<file path="config.mk">
export PLATFORM = sky130hd
export DESIGN_NAME = dstore_buffer_flat
export DESIGN_NICKNAME = d
export VERILOG_FILES = /design/src/rtl/dstore_buffer_if.sv /design/src/rtl/dstore_buffer.sv /design/src/flat_wrapper.sv
export SDC_FILE = /design/constraint.sdc
export NUM_CORES = 1
export LEC_CHECK = 0
export CORE_MARGIN = 8
export CORE_UTILIZATION = 30
export CTS_BUF_LIST = sky130_fd_sc_hd__clkbuf_16
export DETAILED_ROUTE_END_ITERATION = 10
export HOLD_SLACK_MARGIN = 0.02
export PLACE_DENSITY = 0.56
export SLEW_MARGIN = 20
export SYNTH_ARGS = -nofsm -noshare
export SYNTH_HDL_FRONTEND = slang
export SYNTH_SLANG_ARGS = --single-unit
export TNS_END_PERCENT = 20
</file>
<file path="constraint.sdc">
create_clock -name clock -period 6.7 [get_ports clock]
set_input_delay 1.675 -clock clock [delete_from_list [all_inputs] [get_ports clock]]
set_output_delay 1.675 -clock clock [all_outputs]
set_load 0.02 [all_outputs]
</file>
<file path="src/rtl/dstore_buffer_if.sv">
// Store-side, memory-side and forwarding-probe signals of the data store buffer.
// The buffer itself uses the slave modport. The pipeline, memory or bench drives it through the master modport.
interface dstore_buffer_if;
  logic        st_valid;
  logic        st_ready;
  logic [31:0] st_addr;
  logic [31:0] st_data;
  logic [1:0]  st_size;
  logic        misalign_err;
  logic        mem_req;
  logic        mem_ack;
  logic [31:0] mem_addr;
  logic [31:0] mem_wdata;
  logic [3:0]  mem_wstrb;
  logic [31:0] ld_addr;
  logic [3:0]  fwd_mask;
  logic [31:0] fwd_data;
  logic        empty;

  modport master (
    output st_valid, st_addr, st_data, st_size, mem_ack, ld_addr,
    input  st_ready, misalign_err, mem_req, mem_addr, mem_wdata, mem_wstrb,
           fwd_mask, fwd_data, empty
  );

  modport slave (
    input  st_valid, st_addr, st_data, st_size, mem_ack, ld_addr,
    output st_ready, misalign_err, mem_req, mem_addr, mem_wdata, mem_wstrb,
           fwd_mask, fwd_data, empty
  );
endinterface

</file>
<file path="src/rtl/dstore_buffer.sv">
// Store buffer: aligns MEM-stage stores into byte-strobed words, queues them in a FIFO,
// drains them over req/ack, and forwards pending bytes to loads.
module dstore_buffer #(
  parameter int DEPTH = 4,
  parameter int PTR_W = 2
) (
  input  logic          clock,
  input  logic          reset,
  dstore_buffer_if.slave bus
);
  localparam int CNT_W = PTR_W + 1;

  typedef enum logic {IDLE, REQ} state_t;

  typedef struct packed {
    logic        ok;
    logic [3:0]  strb;
    logic [31:0] data;
  } align_t;

  function automatic align_t align_store(input logic [1:0] off, input logic [1:0] size,
                                         input logic [31:0] data);
    align_t a;
    a = '0;
    case (size)
      2'b00: begin
        a.ok   = 1'b1;
        a.strb = 4'b0001 << off;
        a.data = {4{data[7:0]}};
      end
      2'b01: begin
        a.ok   = ~off[0];
        a.strb = 4'b0011 << off;
        a.data = {2{data[15:0]}};
      end
      2'b10: begin
        a.ok   = (off == 2'b00);
        a.strb = 4'b1111;
        a.data = data;
      end
      default: a = '0;
    endcase
    return a;
  endfunction

  logic [29:0]      ent_addr [DEPTH];
  logic [31:0]      ent_data [DEPTH];
  logic [3:0]       ent_strb [DEPTH];
  logic [PTR_W-1:0] rd_ptr, wr_ptr, fwd_idx;
  logic [CNT_W-1:0] count, count_next;
  state_t           state, state_next;
  align_t           st_al;
  logic             push, enq, pop, mem_req_c, misalign_q;
  logic [3:0]       fwd_mask_c;
  logic [31:0]      fwd_data_c;
  logic             ld_off_unused;

  assign st_al       = align_store(bus.st_addr[1:0], bus.st_size, bus.st_data);
  assign bus.st_ready = (count != CNT_W'(DEPTH));
  assign push        = bus.st_valid & bus.st_ready;
  assign enq         = push & st_al.ok;
  assign pop         = (state == REQ) & bus.mem_ack;
  assign count_next  = count + CNT_W'(enq) - CNT_W'(pop);

  assign bus.empty        = (count == '0);
  assign bus.misalign_err = misalign_q;
  assign bus.mem_req      = mem_req_c;
  assign bus.mem_addr     = {ent_addr[rd_ptr], 2'b00};
  assign bus.mem_wdata    = ent_data[rd_ptr];
  assign bus.mem_wstrb    = ent_strb[rd_ptr];
  assign bus.fwd_mask     = fwd_mask_c;
  assign bus.fwd_data     = fwd_data_c;
  assign ld_off_unused    = ^bus.ld_addr[1:0];

  // Control state: occupancy, pointers and the error pulse
  always_ff @(posedge clock or negedge reset) begin
    if (!reset) begin
      count      <= '0;
      rd_ptr     <= '0;
      wr_ptr     <= '0;
      misalign_q <= 1'b0;
    end else begin
      count      <= count_next;
      misalign_q <= push & ~st_al.ok;
      if (enq) wr_ptr <= wr_ptr + PTR_W'(1);
      if (pop) rd_ptr <= rd_ptr + PTR_W'(1);
    end
  end

  // Entry payload carries no reset; validity comes from count and rd_ptr
  always_ff @(posedge clock) begin
    if (enq) begin
      ent_addr[wr_ptr] <= bus.st_addr[31:2];
      ent_data[wr_ptr] <= st_al.data;
      ent_strb[wr_ptr] <= st_al.strb;
    end
  end

  always_ff @(posedge clock or negedge reset) begin
    if (!reset) state <= IDLE;
    else        state <= state_next;
  end

  always_comb begin
    state_next = state;
    mem_req_c  = 1'b0;
    case (state)
      IDLE: if (count != '0) state_next = REQ;
      REQ: begin
        mem_req_c = 1'b1;
        if (bus.mem_ack) state_next = (count_next != '0) ? REQ : IDLE;
      end
      default: state_next = IDLE;
    endcase
  end

  // Walk oldest to youngest so a younger matching entry overwrites older lanes
  always_comb begin
    fwd_mask_c = '0;
    fwd_data_c = '0;
    fwd_idx    = rd_ptr;
    for (int k = 0; k < DEPTH; k++) begin
      fwd_idx = rd_ptr + PTR_W'(k);
      if ((CNT_W'(k) < count) && (ent_addr[fwd_idx] == bus.ld_addr[31:2])) begin
        for (int b = 0; b < 4; b++) begin
          if (ent_strb[fwd_idx][b]) begin
            fwd_mask_c[b]        = 1'b1;
            fwd_data_c[8*b +: 8] = ent_data[fwd_idx][8*b +: 8];
          end
        end
      end
    end
  end
endmodule

</file>
<file path="src/flat_wrapper.sv">
// flat-port wrapper written by rule: the top's interface ports become plain ports
module dstore_buffer_flat 
#(
  parameter int DEPTH = 4,
  parameter int PTR_W = 2
)
  (clock, reset, bus_st_valid, bus_st_addr, bus_st_data, bus_st_size, bus_mem_ack, bus_ld_addr, bus_st_ready, bus_misalign_err, bus_mem_req, bus_mem_addr, bus_mem_wdata, bus_mem_wstrb, bus_fwd_mask, bus_fwd_data, bus_empty);
  dstore_buffer_if bus_i ();
  input  logic clock;
  input  logic reset;
  input wire logic [$bits(bus_i.st_valid)-1:0] bus_st_valid;
  input wire logic [$bits(bus_i.st_addr)-1:0] bus_st_addr;
  input wire logic [$bits(bus_i.st_data)-1:0] bus_st_data;
  input wire logic [$bits(bus_i.st_size)-1:0] bus_st_size;
  input wire logic [$bits(bus_i.mem_ack)-1:0] bus_mem_ack;
  input wire logic [$bits(bus_i.ld_addr)-1:0] bus_ld_addr;
  output wire logic [$bits(bus_i.st_ready)-1:0] bus_st_ready;
  output wire logic [$bits(bus_i.misalign_err)-1:0] bus_misalign_err;
  output wire logic [$bits(bus_i.mem_req)-1:0] bus_mem_req;
  output wire logic [$bits(bus_i.mem_addr)-1:0] bus_mem_addr;
  output wire logic [$bits(bus_i.mem_wdata)-1:0] bus_mem_wdata;
  output wire logic [$bits(bus_i.mem_wstrb)-1:0] bus_mem_wstrb;
  output wire logic [$bits(bus_i.fwd_mask)-1:0] bus_fwd_mask;
  output wire logic [$bits(bus_i.fwd_data)-1:0] bus_fwd_data;
  output wire logic [$bits(bus_i.empty)-1:0] bus_empty;
  assign bus_i.st_valid = bus_st_valid;
  assign bus_i.st_addr = bus_st_addr;
  assign bus_i.st_data = bus_st_data;
  assign bus_i.st_size = bus_st_size;
  assign bus_i.mem_ack = bus_mem_ack;
  assign bus_i.ld_addr = bus_ld_addr;
  assign bus_st_ready = bus_i.st_ready;
  assign bus_misalign_err = bus_i.misalign_err;
  assign bus_mem_req = bus_i.mem_req;
  assign bus_mem_addr = bus_i.mem_addr;
  assign bus_mem_wdata = bus_i.mem_wdata;
  assign bus_mem_wstrb = bus_i.mem_wstrb;
  assign bus_fwd_mask = bus_i.fwd_mask;
  assign bus_fwd_data = bus_i.fwd_data;
  assign bus_empty = bus_i.empty;
  dstore_buffer #(.DEPTH(DEPTH), .PTR_W(PTR_W)) u_core (.clock(clock), .reset(reset), .bus(bus_i));
endmodule
</file>
==> results of run 1 <==
[stage by stage]
step	cell area (um^2)	TNS, ns	utilization	setup slack [ns]	hold slack, ns
after floorplan	18200	0	-	0.626	0.548
after global placement	22200	-15.21	0.368	-0.586	0.513
after detailed placement	22200	-13.18	0.368	-0.522	0.514
after CTS	23300	-0.175	0.387	-0.173	0.522
after global routing	23300	-0.176	0.387	-0.0792	0.545
final	23300	0	0.387	0.00350	0.517
[timing repair]
item / in CTS / in global routing
resized for setup: 53 / 39
setup buffers: 1 / 0
setup endpoints to repair: 36 / 30
pin swaps: 7 / 7
[cells by family (layout without fill, tap and decap cells)]
kind of cell	Yosys count	in the layout
AOI/OAI and AO/OA	337	337
buffers and inverters	151	478
xor gates and xnor gates	111	111
muxes	327	327
and+or+nand+nor	328	328
DFF	273	273
adders and majority gates	9	9
other	1	2
[Yosys cell counts (all sizes together), types with 9 or more instances]
| library cell | instances |
|---|---|
| a21oi | 79 |
| a221oi | 12 |
| a2bb2oi | 9 |
| a31o | 9 |
| a31oi | 11 |
| a32oi | 9 |
| and2 | 16 |
| and3 | 21 |
| and4 | 12 |
| buf | 79 |
| clkbuf | 48 |
| dfrtp | 9 |
| edfxtp | 264 |
| inv | 24 |
| mux2 | 87 |
| mux2i | 197 |
| mux4 | 43 |
| nand2 | 83 |
| nand3 | 18 |
| nand4 | 26 |
| nor2 | 76 |
| nor2b | 10 |
| nor3 | 10 |
| nor3b | 16 |
| nor4 | 11 |
| o211ai | 15 |
| o21ai | 47 |
| o221a | 13 |
| o22ai | 16 |
| o31ai | 30 |
| o32a | 17 |
| or2 | 9 |
| xnor2 | 75 |
| xor2 | 36 |
[registers in the layout, summed over array words and instances, names as in the netlist]
register and count:
u_core.count 3, u_core.rd_ptr 2, u_core.bus.misalign_err 1, u_core.state 1, u_core.ent_strb 16, u_core.wr_ptr 2
u_core.ent_addr 120, u_core.ent_data 128
[metal layers]
layer | wire length (um) | track usage | vias to the layer above
met5 | 0 | 0 | -
met4 | 1560 | 0.0499 | 0
met3 | 3290 | 0.0255 | 88
met2 | 30700 | 0.305 | 524
met1 | 27600 | 0.228 | 7296
li1 | - | - | 6638
[cells in the final DEF (no fill, tap or decap), drive strengths merged, types with 15 or more instances in the layout]
master,Yosys,layout
a21oi,79,79
and2,16,16
and3,21,21
buf,79,194
clkbuf,48,46
clkdlybuf4s50,0,167
edfxtp,264,264
inv,24,33
mux2,87,87
mux2i,197,197
mux4,43,43
nand2,83,83
nand3,18,18
nand4,26,26
nor2,76,76
nor3b,16,16
o211ai,15,15
o21ai,47,47
o22ai,16,16
o31ai,30,30
o32a,17,17
xnor2,75,75
xor2,36,36
[cell type report]
cell class | instances | area [um^2] | area share
tap | 782 | 978 | 0.0420
inverter | 24 | 92.6 | 0.00397
multi-input combinational | 1114 | 9420 | 0.404
timing repair buffer | 393 | 3620 | 0.155
clock inverter | 26 | 160 | 0.00687
sequential | 273 | 8160 | 0.350
clock buffer | 35 | 876 | 0.0376
[power groups by stage]
stage	Clock, mW	Sequential [mW]	Combinational (mW)
after global routing	1.84	2.28	6.08
after floorplan	0	2.20	3.74
final	1.74	2.25	5.70
after CTS	1.77	2.25	5.72
after global placement	0	2.28	5.69
after detailed placement	0	2.29	5.73
[how the worst max path moves through the flow]
| stage | startpoint | to | cells after the start |
|---|---|---|---|
| 3_5_place_dp | bus_ld_addr[29] | bus_fwd_data[28] | 12 |
| 3_3_place_gp | bus_ld_addr[29] | bus_fwd_data[28] | 12 |
| 5_1_grt | bus_ld_addr[21] | bus_fwd_data[22] | 12 |
| 6_report | bus_ld_addr[14] | bus_fwd_data[22] | 11 |
| 4_1_cts | bus_ld_addr[25] | bus_fwd_data[13] | 13 |
| 2_1_floorplan | bus_ld_addr[29] | bus_fwd_data[30] | 9 |
==> results.md, run 1 <==
- Outcome: completed
- Synth cell types: 89
- Fillers: 5,780
- Starting density of the core: 0.302
- Ranking of synthesized cells by area: sky130_fd_sc_hd__edfxtp_1 (44%), sky130_fd_sc_hd__mux2i_1 (11%), sky130_fd_sc_hd__mux2_2 (5.3%)
- Die outline height: 262 um
- Number of non-filler instances in the completed layout: 2,647
- Worst IR Drop VDD: 234 uV
- Synth Area in XOR/XNOR: 0.0534
- Vias in the first global route: 15,098
- Number of instances in the synthesized netlist: 1,537
- Area fraction in and, or, nand and nor cells after synthesis: 0.0963
- Net Sw Frac: 0.421
- Area of the mapped netlist: 0.0182 mm^2
- ANT nets after route: 0
- Fmax: 149 MHz
- Clk root buf: sky130_fd_sc_hd__clkbuf_16
- Main combinational cell family by area after synthesis: multiplexers
- Longest Clk Path Bufs: 3
- Number of design-rule violations left by the first detailed-router iteration: 995
- Area fraction of the dominant cell type after synthesis: 0.435
- Beginning of the worst register-to-register path: u_core.count[1]
- Unrepaired setup endpoints after global routing: true
- Hold-critical path endpoint: u_core.state
- Fraction of synthesis flops using an asynchronous set or reset pin: 0.0330
- Proportion of layout cells with a drive suffix above 1: 0.245
- Number of hold buffers added after CTS: 0
- Die area: 0.0689 mm^2
- Average vias per placed instance: 5.50
- Wire length after detailed routing: 63,100 um
- Synth Area per Inst: 11.9 um^2
- Latest clock arrival within the worst-skew pair: 0.56 ns
- Number of buffers and inverters on the critical path: 4
- Reg power frac: 0.232
- Worst-case register-to-register setup slack: 4.09 ns
- Max stage delay on crit path: 0.60 ns
- Number of flip-flops and latches in the synthesized netlist: 273
- Inst Count DP: 2,585
- Arrival time of the worst setup path: 5.02 ns
- Worst setup skew after layout: 0.0221 ns
- H-tree depth reported by CTS: 2
- Slowest-stage cell, CP: sky130_fd_sc_hd__or4b_4
- Critical-path cell list: clkdlybuf4s50_1 -> buf_4 -> a222oi_1 -> a31oi_1 -> a21oi_1 -> or4b_4 -> a2111oi_4 -> buf_12 -> nor3b_1 -> o32a_1 -> dlygate4sd2_1
- Period utilisation layout: 0.999
- Net switching power: 4.08 mW
- Most instantiated flip-flop cell in the synthesis netlist: sky130_fd_sc_hd__edfxtp_1
- Adder and majority cell fraction of the synthesized area: 0.00659
- Endpoint type of the worst setup path: primary output
- Warnings from Yosys: 0
- Number of pins with negative max-slew slack in the final report: 0
- Register area share after synthesis: 0.448
- Placement Rows: 90
- Clock share of power: 0.180
- Number of nets in the layout: 1,952
- Number of failing setup endpoints in the final timing report: 0
- Number of antenna violations at the first check in global routing: 0
- CP Data Required Time: 5.03 ns
- Worst Max-Slew Pin Slew: 0.910 ns
- Growth of design area from synthesis to finish: 28.0%
- Hold WC Path Type: register to register
- Pleak: 8.55 nW
- Antenna Cells: 0
- Number of max-cap violations: 0
- Total power draw: 9.69 mW
- Cell type contributing the most total cell area after synthesis: sky130_fd_sc_hd__edfxtp_1
- Startpoint Class: input port
- All-layer global routing usage: 0.176
- Number of enable-type register cells in the synthesized netlist: 264
- Power Density: 416 mW/mm^2
- WHS Path Cells: 1
- Sink Count: 273
- Worst-case reg-to-reg path depth: 6
- Multiplexer share of the synthesized area: 0.216
- Routed wirelength normalized by instance count: 23.8 um
- Cell family with most CP delay: compound AO/OA/AOI/OAI gates
- Number of iterations in the first detailed-routing pass: 7
- Hpwl dp: 47,000 um
- Die W: 262 um
- Crit path kind: input port to primary output
- Worst slew margin relative to its limit: 0.393
- Routability congestion estimate from global placement: 0.917
- Internal cell power: 5.61 mW
- Global-route congestion overflow total: 0
- Area of the core: 0.0602 mm^2
- I/O Pins: 210
- Maximum fanout along the worst path: 17
- Final hold violation count: 0
- HP Start: u_core.state
- IO buf count: 205
- First-pass GRT wire length: 94,500 um
- Gate power share: 0.588
- Reg-to-reg endpoint: u_core.ent_data[0][26]
- Minimum period implied by the final worst setup slack: 6.70 ns
- CTS tree: yes
- CTS Buf Count: 35
- DRC Markers: 0
- Routed vias: 14,546
- Post-CTS clock slew at the launch and capture registers of the worst setup and hold paths: 0.05 ns
- Share of the synthesized area in compound gates (AO/OA/AOI/OAI): 0.135
- Pin count of the biggest net entering global routing: 90
Power figures use the tool's default switching activity.
==> inputs of run 2 (changes only) <==
--- a/config.mk
+++ b/config.mk
@@ -7,7 +7,6 @@
 export LEC_CHECK = 0
 export CORE_MARGIN = 8
 export CORE_UTILIZATION = 30
-export CTS_BUF_LIST = sky130_fd_sc_hd__clkbuf_16
 export DETAILED_ROUTE_END_ITERATION = 10
 export HOLD_SLACK_MARGIN = 0.02
 export PLACE_DENSITY = 0.56
==> run 2 against run 1 <==
  * Count of clock-buffer cells in the layout is 6 higher
  * Critical path depth stayed put
  * Fmax hardly changed
  * Non-clock buffer count stayed put
  * Global-route usage stayed put
  * First-iteration DRC count is 0.10% higher
  * Die area stayed put
  * Critical path type unchanged
  * Largest cell class unchanged
==> results.md, run 2 (same netlist as run 1, synthesis figures left out) <==
- Worst setup path startpoint: bus_ld_addr[14]
- Die outline height: 262 um (unchanged)
- Average vias per placed instance: 5.51 (+0.18%)
- Number of max-cap violations: 0 (unchanged)
- Wire length after detailed routing: 63,100 um (about the same)
- Area of the core: 0.0602 mm^2 (unchanged)
- Worst IR Drop VDD: 235 uV (+0.34%)
- Number of nets in the layout: 1,952 (unchanged)
- Minimum period implied by the final worst setup slack: 6.70 ns (+0.0000582 ns)
- Fillers: 5,780 (unchanged)
- Maximum fanout along the worst path: 17 (unchanged)
- Unrepaired setup endpoints after global routing: true
- WHS Path Cells: 1 (unchanged)
- Antenna Cells: 0 (unchanged)
- Worst setup slack after placement: -0.522 ns (unchanged)
- Worst hold margin: 0.517 ns (unchanged)
- CTS tree: yes
- Worst slew margin relative to its limit: 0.391 (-0.00196)
- Number of pins with negative max-slew slack in the final report: 0 (unchanged)
- Vias in the first global route: 15,098 (unchanged)
- Longest Clk Path Bufs: 3 (unchanged)
- Post-Route Setup TNS: 0 ns (unchanged)
- Final hold violation count: 0 (unchanged)
- Sink Count: 273 (unchanged)
- IO buf count: 205 (unchanged)
- Number of hold buffers added after CTS: 0 (unchanged)
- Die W: 262 um (unchanged)
- Most common library cell in the layout ignoring fill and taps: sky130_fd_sc_hd__edfxtp_1
- Routed vias: 14,572 (+0.18%)
- Growth of design area from synthesis to finish: 28.0% (unchanged)
- CTS Buf Count: 35 (unchanged)
- Startpoint Class: input port
- Max stage delay on crit path: 0.60 ns (about the same)
- Crit path kind: input port to primary output
- Fmax: 149 MHz (about the same)
- I/O Pins: 210 (unchanged)
- Arrival time of the worst setup path: 5.02 ns (about the same)
- Power Density: 416 mW/mm^2 (about the same)
- CP Data Required Time: 5.03 ns (about the same)
- Register bank with the most flops: u_core.ent_data
- HP Start: u_core.state
- Hpwl dp: 47,000 um (unchanged)
- Post-CTS clock slew at the launch and capture registers of the worst setup and hold paths: 0.05 ns (about the same)
- Worst Max-Slew Pin Slew: 0.913 ns (+0.00294 ns)
- Registers with the most flip-flops: u_core.ent_data x128, u_core.ent_addr x120, u_core.ent_strb x16
- Clk root buf: sky130_fd_sc_hd__clkbuf_16
- Number of flip-flops under the largest register name: 128 (unchanged)
- Worst setup skew after layout: 0.0221 ns (-0.0000141 ns)
- ANT nets after route: 0 (unchanged)
- DRC Markers: 0 (unchanged)
- Worst-case reg-to-reg path depth: 6 (unchanged)
- Critical-path cell list: clkdlybuf4s50_1 -> buf_4 -> a222oi_1 -> a31oi_1 -> a21oi_1 -> or4b_4 -> a2111oi_4 -> buf_12 -> nor3b_1 -> o32a_1 -> dlygate4sd2_1
- Latest clock arrival within the worst-skew pair: 0.56 ns (about the same)
- Endpoint type of the worst setup path: primary output
- Sequential cell area: 0.00816 mm^2 (unchanged)
- Global-route congestion overflow total: 0 (unchanged)
- Proportion of layout cells with a drive suffix above 1: 0.245 (unchanged)
- H-tree depth reported by CTS: 2 (unchanged)
- First-pass GRT wire length: 94,500 um (unchanged)
- Post-route cell area: 0.0233 mm^2 (unchanged)
- Number of failing setup endpoints in the final timing report: 0 (unchanged)
- Routed wirelength normalized by instance count: 23.8 um (about the same)
- Hold WC Path Type: register to register
- Period utilisation layout: 0.999 (about the same)
- Number of antenna violations at the first check in global routing: 0 (unchanged)
- Pin count of the biggest net entering global routing: 90 (unchanged)
- Pleak: 8.53 nW (-0.29%)
- Number of iterations in the first detailed-routing pass: 5 (-2)
- Routability congestion estimate from global placement: 0.917 (unchanged)
- Area used by multi-input combinational logic: 0.00942 mm^2 (unchanged)
- Beginning of the worst register-to-register path: u_core.count[1]
- Slack of the critical path: 0.00344 ns (-0.0000582 ns)
- All-layer global routing usage: 0.176 (unchanged)
- Die area: 0.0689 mm^2 (unchanged)
- Starting density of the core: 0.302 (unchanged)
- Number of design-rule violations left by the first detailed-router iteration: 996 (+0.10%)
- Slowest-stage cell, CP: sky130_fd_sc_hd__or4b_4
- Highest-count cells in the layout ignoring fill and taps: sky130_fd_sc_hd__edfxtp_1 (264), sky130_fd_sc_hd__mux2i_1 (194), sky130_fd_sc_hd__buf_4 (175)
- Placement Rows: 90 (unchanged)
- Outcome: completed
- Standard cell area after detailed placement: 0.0222 mm^2 (unchanged)
- Finished Core Util: 0.387 (unchanged)
-- run 2: critical path: cells and delay by family --
| kind | cells | cell delay [ns] |
|---|---|---|
| AO/OA/AOI/OAI | 5 | 1.42 |
| buffers and inverters | 4 | 1.26 |
| AND/OR/NAND/NOR | 2 | 0.66 |
-- run 2: where the power goes --
part	total, mW	switching, mW	internal, mW
clock network	1.75	0.748	1.00
logic	5.70	3.18	2.52
registers	2.25	0.154	2.10
total	9.70	4.08	5.62
-- run 2: per-layer routing --
| metal | wire length (um) | part of all wire | vias to the layer above | track usage |
|---|---|---|---|---|
| met1 | 27400 | 0.43 | 7305 | 0.228 |
| met5 | 0 | 0 | - | 0 |
| met3 | 3400 | 0.054 | 90 | 0.0255 |
| met4 | 1570 | 0.025 | 0 | 0.0499 |
| met2 | 30700 | 0.49 | 537 | 0.305 |
| li1 | - | - | 6640 | - |
-- run 2: per-stage QoR --
step / power, mW / std cells
floorplan: 5.94 / 1538
global placement: 7.96 / 2585
detailed placement: 8.02 / 2585
CTS: 9.75 / 2647
global route: 10.2 / 2647
finish: 9.70 / 2647
-- run 2: cell type report --
cell class	count	share of cell area
clock buffer	41	0.0385
clock inverter	20	0.00590
tap	782	0.0420
inverter	24	0.00397
timing repair buffer	393	0.155
multi-input combinational	1114	0.404
sequential	273	0.350
-- run 2: worst paths after layout --
| kind | end | slack (ns) |
|---|---|---|
| max in group asynchronous | u_core.rd_ptr[1] | 4.89 |
| hold reg to reg | u_core.state | 0.52 |
| setup / recovery | bus_fwd_data[22] | 0.003 |
| hold / removal | u_core.state | 0.52 |
| min in group asynchronous | u_core.bus.misalign_err | 1.46 |
| setup reg to reg | u_core.ent_data[0][26] | 4.09 |
-- run 2: what timing repair did --
action / in CTS / in global routing
setup buffers: 1 / 0
resized for setup: 53 / 39
setup endpoints to repair: 36 / 30
pin swaps: 7 / 7
==> inputs of run 3 (changes only) <==
--- a/config.mk
+++ b/config.mk
@@ -9,7 +9,7 @@
 export CORE_UTILIZATION = 30
 export DETAILED_ROUTE_END_ITERATION = 10
 export HOLD_SLACK_MARGIN = 0.02
-export PLACE_DENSITY = 0.56
+export PLACE_DENSITY = 0.51
 export SLEW_MARGIN = 20
 export SYNTH_ARGS = -nofsm -noshare
 export SYNTH_HDL_FRONTEND = slang
==> run 3 against run 2 <==
  * Critical path depth up 1
  * The run now ends with setup timing left
  * Wire length increased by 1.1%
  * Via count down 1.2%
  * Register-to-register slack lost 0.08 ns
==> results.md, run 3 (same netlist as run 1, synthesis figures left out) <==
- Latest clock arrival within the worst-skew pair: 0.56 ns (about the same)
- DRC Markers: 0 (unchanged)
- Violated checks: setup timing
- Post-route cell area: 0.0235 mm^2 (+0.69%)
- Worst Max-Slew Pin Slew: 0.978 ns (+0.0655 ns)
- Growth of design area from synthesis to finish: 28.9%
- Proportion of layout cells with a drive suffix above 1: 0.248 (+0.00308)
- Starting density of the core: 0.302 (unchanged)
- Endpoint type of the worst setup path: primary output
- Number of antenna violations at the first check in global routing: 1 (+1)
- Highest-count cells in the layout ignoring fill and taps: sky130_fd_sc_hd__edfxtp_1 (264), sky130_fd_sc_hd__mux2i_1 (195), sky130_fd_sc_hd__buf_4 (166)
- ANT nets after route: 0 (unchanged)
- Number of iterations in the first detailed-routing pass: 5 (unchanged)
- CTS tree: yes
- Worst IR Drop VDD: 351 uV (+49%)
- Routed wirelength normalized by instance count: 24.1 um (+1.0%)
- Number of max-cap violations: 0 (unchanged)
- I/O Pins: 210 (unchanged)
- Number of design-rule violations left by the first detailed-router iteration: 891 (-11%)
- Post-Route Setup TNS: -0.0651 ns (-0.0651 ns)
- Area of the core: 0.0602 mm^2 (unchanged)
- CP Data Required Time: 5.03 ns (about the same)
- Crit path kind: input port to primary output
- Die area: 0.0689 mm^2 (unchanged)
- Standard cell area after detailed placement: 0.0221 mm^2 (-0.25%)
- Routed vias: 14,395 (-1.2%)
- Number of flip-flops under the largest register name: 128 (unchanged)
- Number of failing setup endpoints in the final timing report: 1 (+1)
- Die W: 262 um (unchanged)
- Average vias per placed instance: 5.43 (-1.3%)
- Worst hold margin: 0.524 ns (+0.00649 ns)
- Number of hold buffers added after CTS: 0 (unchanged)
- Arrival time of the worst setup path: 5.09 ns (+0.07 ns)
- Vias in the first global route: 14,648 (-3.0%)
- Final hold violation count: 0 (unchanged)
- Die outline height: 262 um (unchanged)
- Startpoint Class: input port
- Hpwl dp: 46,600 um (-0.83%)
- Outcome: finished, violations left
- Register bank with the most flops: u_core.ent_data
- Placement Rows: 90 (unchanged)
- Fmax: 148 MHz (-1.0%)
- HP Start: u_core.state
- Slack of the critical path: -0.0651 ns (-0.0685 ns)
- Registers with the most flip-flops: u_core.ent_data x128, u_core.ent_addr x120, u_core.ent_strb x16
- All-layer global routing usage: 0.178 (+0.00115)
- Sink Count: 273 (unchanged)
- H-tree depth reported by CTS: 2 (unchanged)
- Minimum period implied by the final worst setup slack: 6.77 ns (+0.0685 ns)
- Clk root buf: sky130_fd_sc_hd__clkbuf_16
- Pleak: 8.64 nW (+1.3%)
- Number of pins with negative max-slew slack in the final report: 0 (unchanged)
- Pin count of the biggest net entering global routing: 146 (+62%)
- Period utilisation layout: 1.01 (+0.0102)
- Wire length after detailed routing: 63,800 um (+1.1%)
- Longest Clk Path Bufs: 3 (unchanged)
- Worst setup path startpoint: bus_ld_addr[29]
- First-pass GRT wire length: 94,300 um (-0.22%)
- Routability congestion estimate from global placement: 0.921 (+0.35%)
- Global-route congestion overflow total: 0 (unchanged)
- Hold WC Path Type: register to register
- IO buf count: 205 (unchanged)
- Most common library cell in the layout ignoring fill and taps: sky130_fd_sc_hd__edfxtp_1
- Beginning of the worst register-to-register path: u_core.count[1]
- CTS Buf Count: 36 (+2.9%)
- Worst setup skew after layout: 0.0283 ns (+0.00617 ns)
- Worst slew margin relative to its limit: 0.348 (-0.0437)
- Post-CTS clock slew at the launch and capture registers of the worst setup and hold paths: 0.06 ns (about the same)
- Number of nets in the layout: 1,951 (-0.051%)
- Maximum fanout along the worst path: 17 (unchanged)
- Power Density: 425 mW/mm^2 (+2.1%)
- Unrepaired setup endpoints after global routing: true
[run 3: cell types whose count changed in the layout (fill, tap and decap cells not counted), moves of 3 or more]
cell | previous run | this run
sky130_fd_sc_hd__and2_2 | 3 | 0
sky130_fd_sc_hd__bufinv_16 | 1 | 7
sky130_fd_sc_hd__and2_4 | 1 | 4
sky130_fd_sc_hd__clkbuf_1 | 6 | 2
sky130_fd_sc_hd__clkbuf_2 | 11 | 19
sky130_fd_sc_hd__buf_4 | 175 | 166
[run 3: timing repair]
item	CTS	global route
setup buffers	1	5
endpoints found under the hold margin	0	0
pin swaps	3	3
gates cloned	0	0
resized for setup	51	53
setup endpoints to repair	36	29
[run 3: per-layer routing]
layer | part of all wire | vias to the layer above | global-route usage
met2 | 0.47 | 494 | 0.294
li1 | - | 6633 | -
met3 | 0.056 | 97 | 0.0331
met4 | 0.031 | 0 | 0.0586
met1 | 0.44 | 7171 | 0.232
met5 | 0 | - | 0
[run 3: final timing paths]
kind / end / slack [ns] / depth (start not counted)
setup / recovery: bus_fwd_data[1] / -0.07 / 12
max in group asynchronous: u_core.rd_ptr[1] / 4.90 / 1
min in group asynchronous: u_core.bus.misalign_err / 1.46 / 1
hold reg to reg: u_core.state / 0.52 / 1
hold / removal: u_core.state / 0.52 / 1
setup reg to reg: u_core.ent_addr[3][10] / 4.01 / 6
[run 3: worst max-delay path, cell delays in order]
cell	delay, ns
sky130_fd_sc_hd__clkdlybuf4s50_1	0.52
sky130_fd_sc_hd__inv_1	0.07
sky130_fd_sc_hd__a22o_1	0.22
sky130_fd_sc_hd__or4_1	0.43
sky130_fd_sc_hd__a21oi_1	0.15
sky130_fd_sc_hd__or4b_4	0.57
sky130_fd_sc_hd__buf_4	0.19
sky130_fd_sc_hd__a2111oi_4	0.29
sky130_fd_sc_hd__buf_12	0.20
sky130_fd_sc_hd__nor3b_1	0.06
sky130_fd_sc_hd__o32a_1	0.37
sky130_fd_sc_hd__dlygate4sd2_1	0.34
[run 3: cell type report]
cell class,count,area (um^2)
Timing Repair Buffer,391,3600
Tap cell,782,978
Inverter,24,95.1
Fill cell,5780,36800
Antenna cell,1,2.50
Multi-Input combinational cell,1114,9400
Clock inverter,25,312
Clock buffer,39,933
Sequential cell,273,8160
[run 3: power by group]
| part | switching, mW | internal, mW |
|---|---|---|
| registers | 0.176 | 2.10 |
| logic | 3.14 | 2.51 |
| clock network | 0.768 | 1.28 |
[run 3: stage by stage]
stage	instances	setup WS (ns)	power, mW	util
6_report	2649	-0.0651	9.97	0.390
5_1_grt	2649	-0.115	10.5	0.390
4_1_cts	2643	-0.167	10.0	0.389
3_5_place_dp	2578	-0.393	7.99	0.367
3_3_place_gp	2578	-0.390	7.94	0.367
2_1_floorplan	1538	0.626	5.94	-
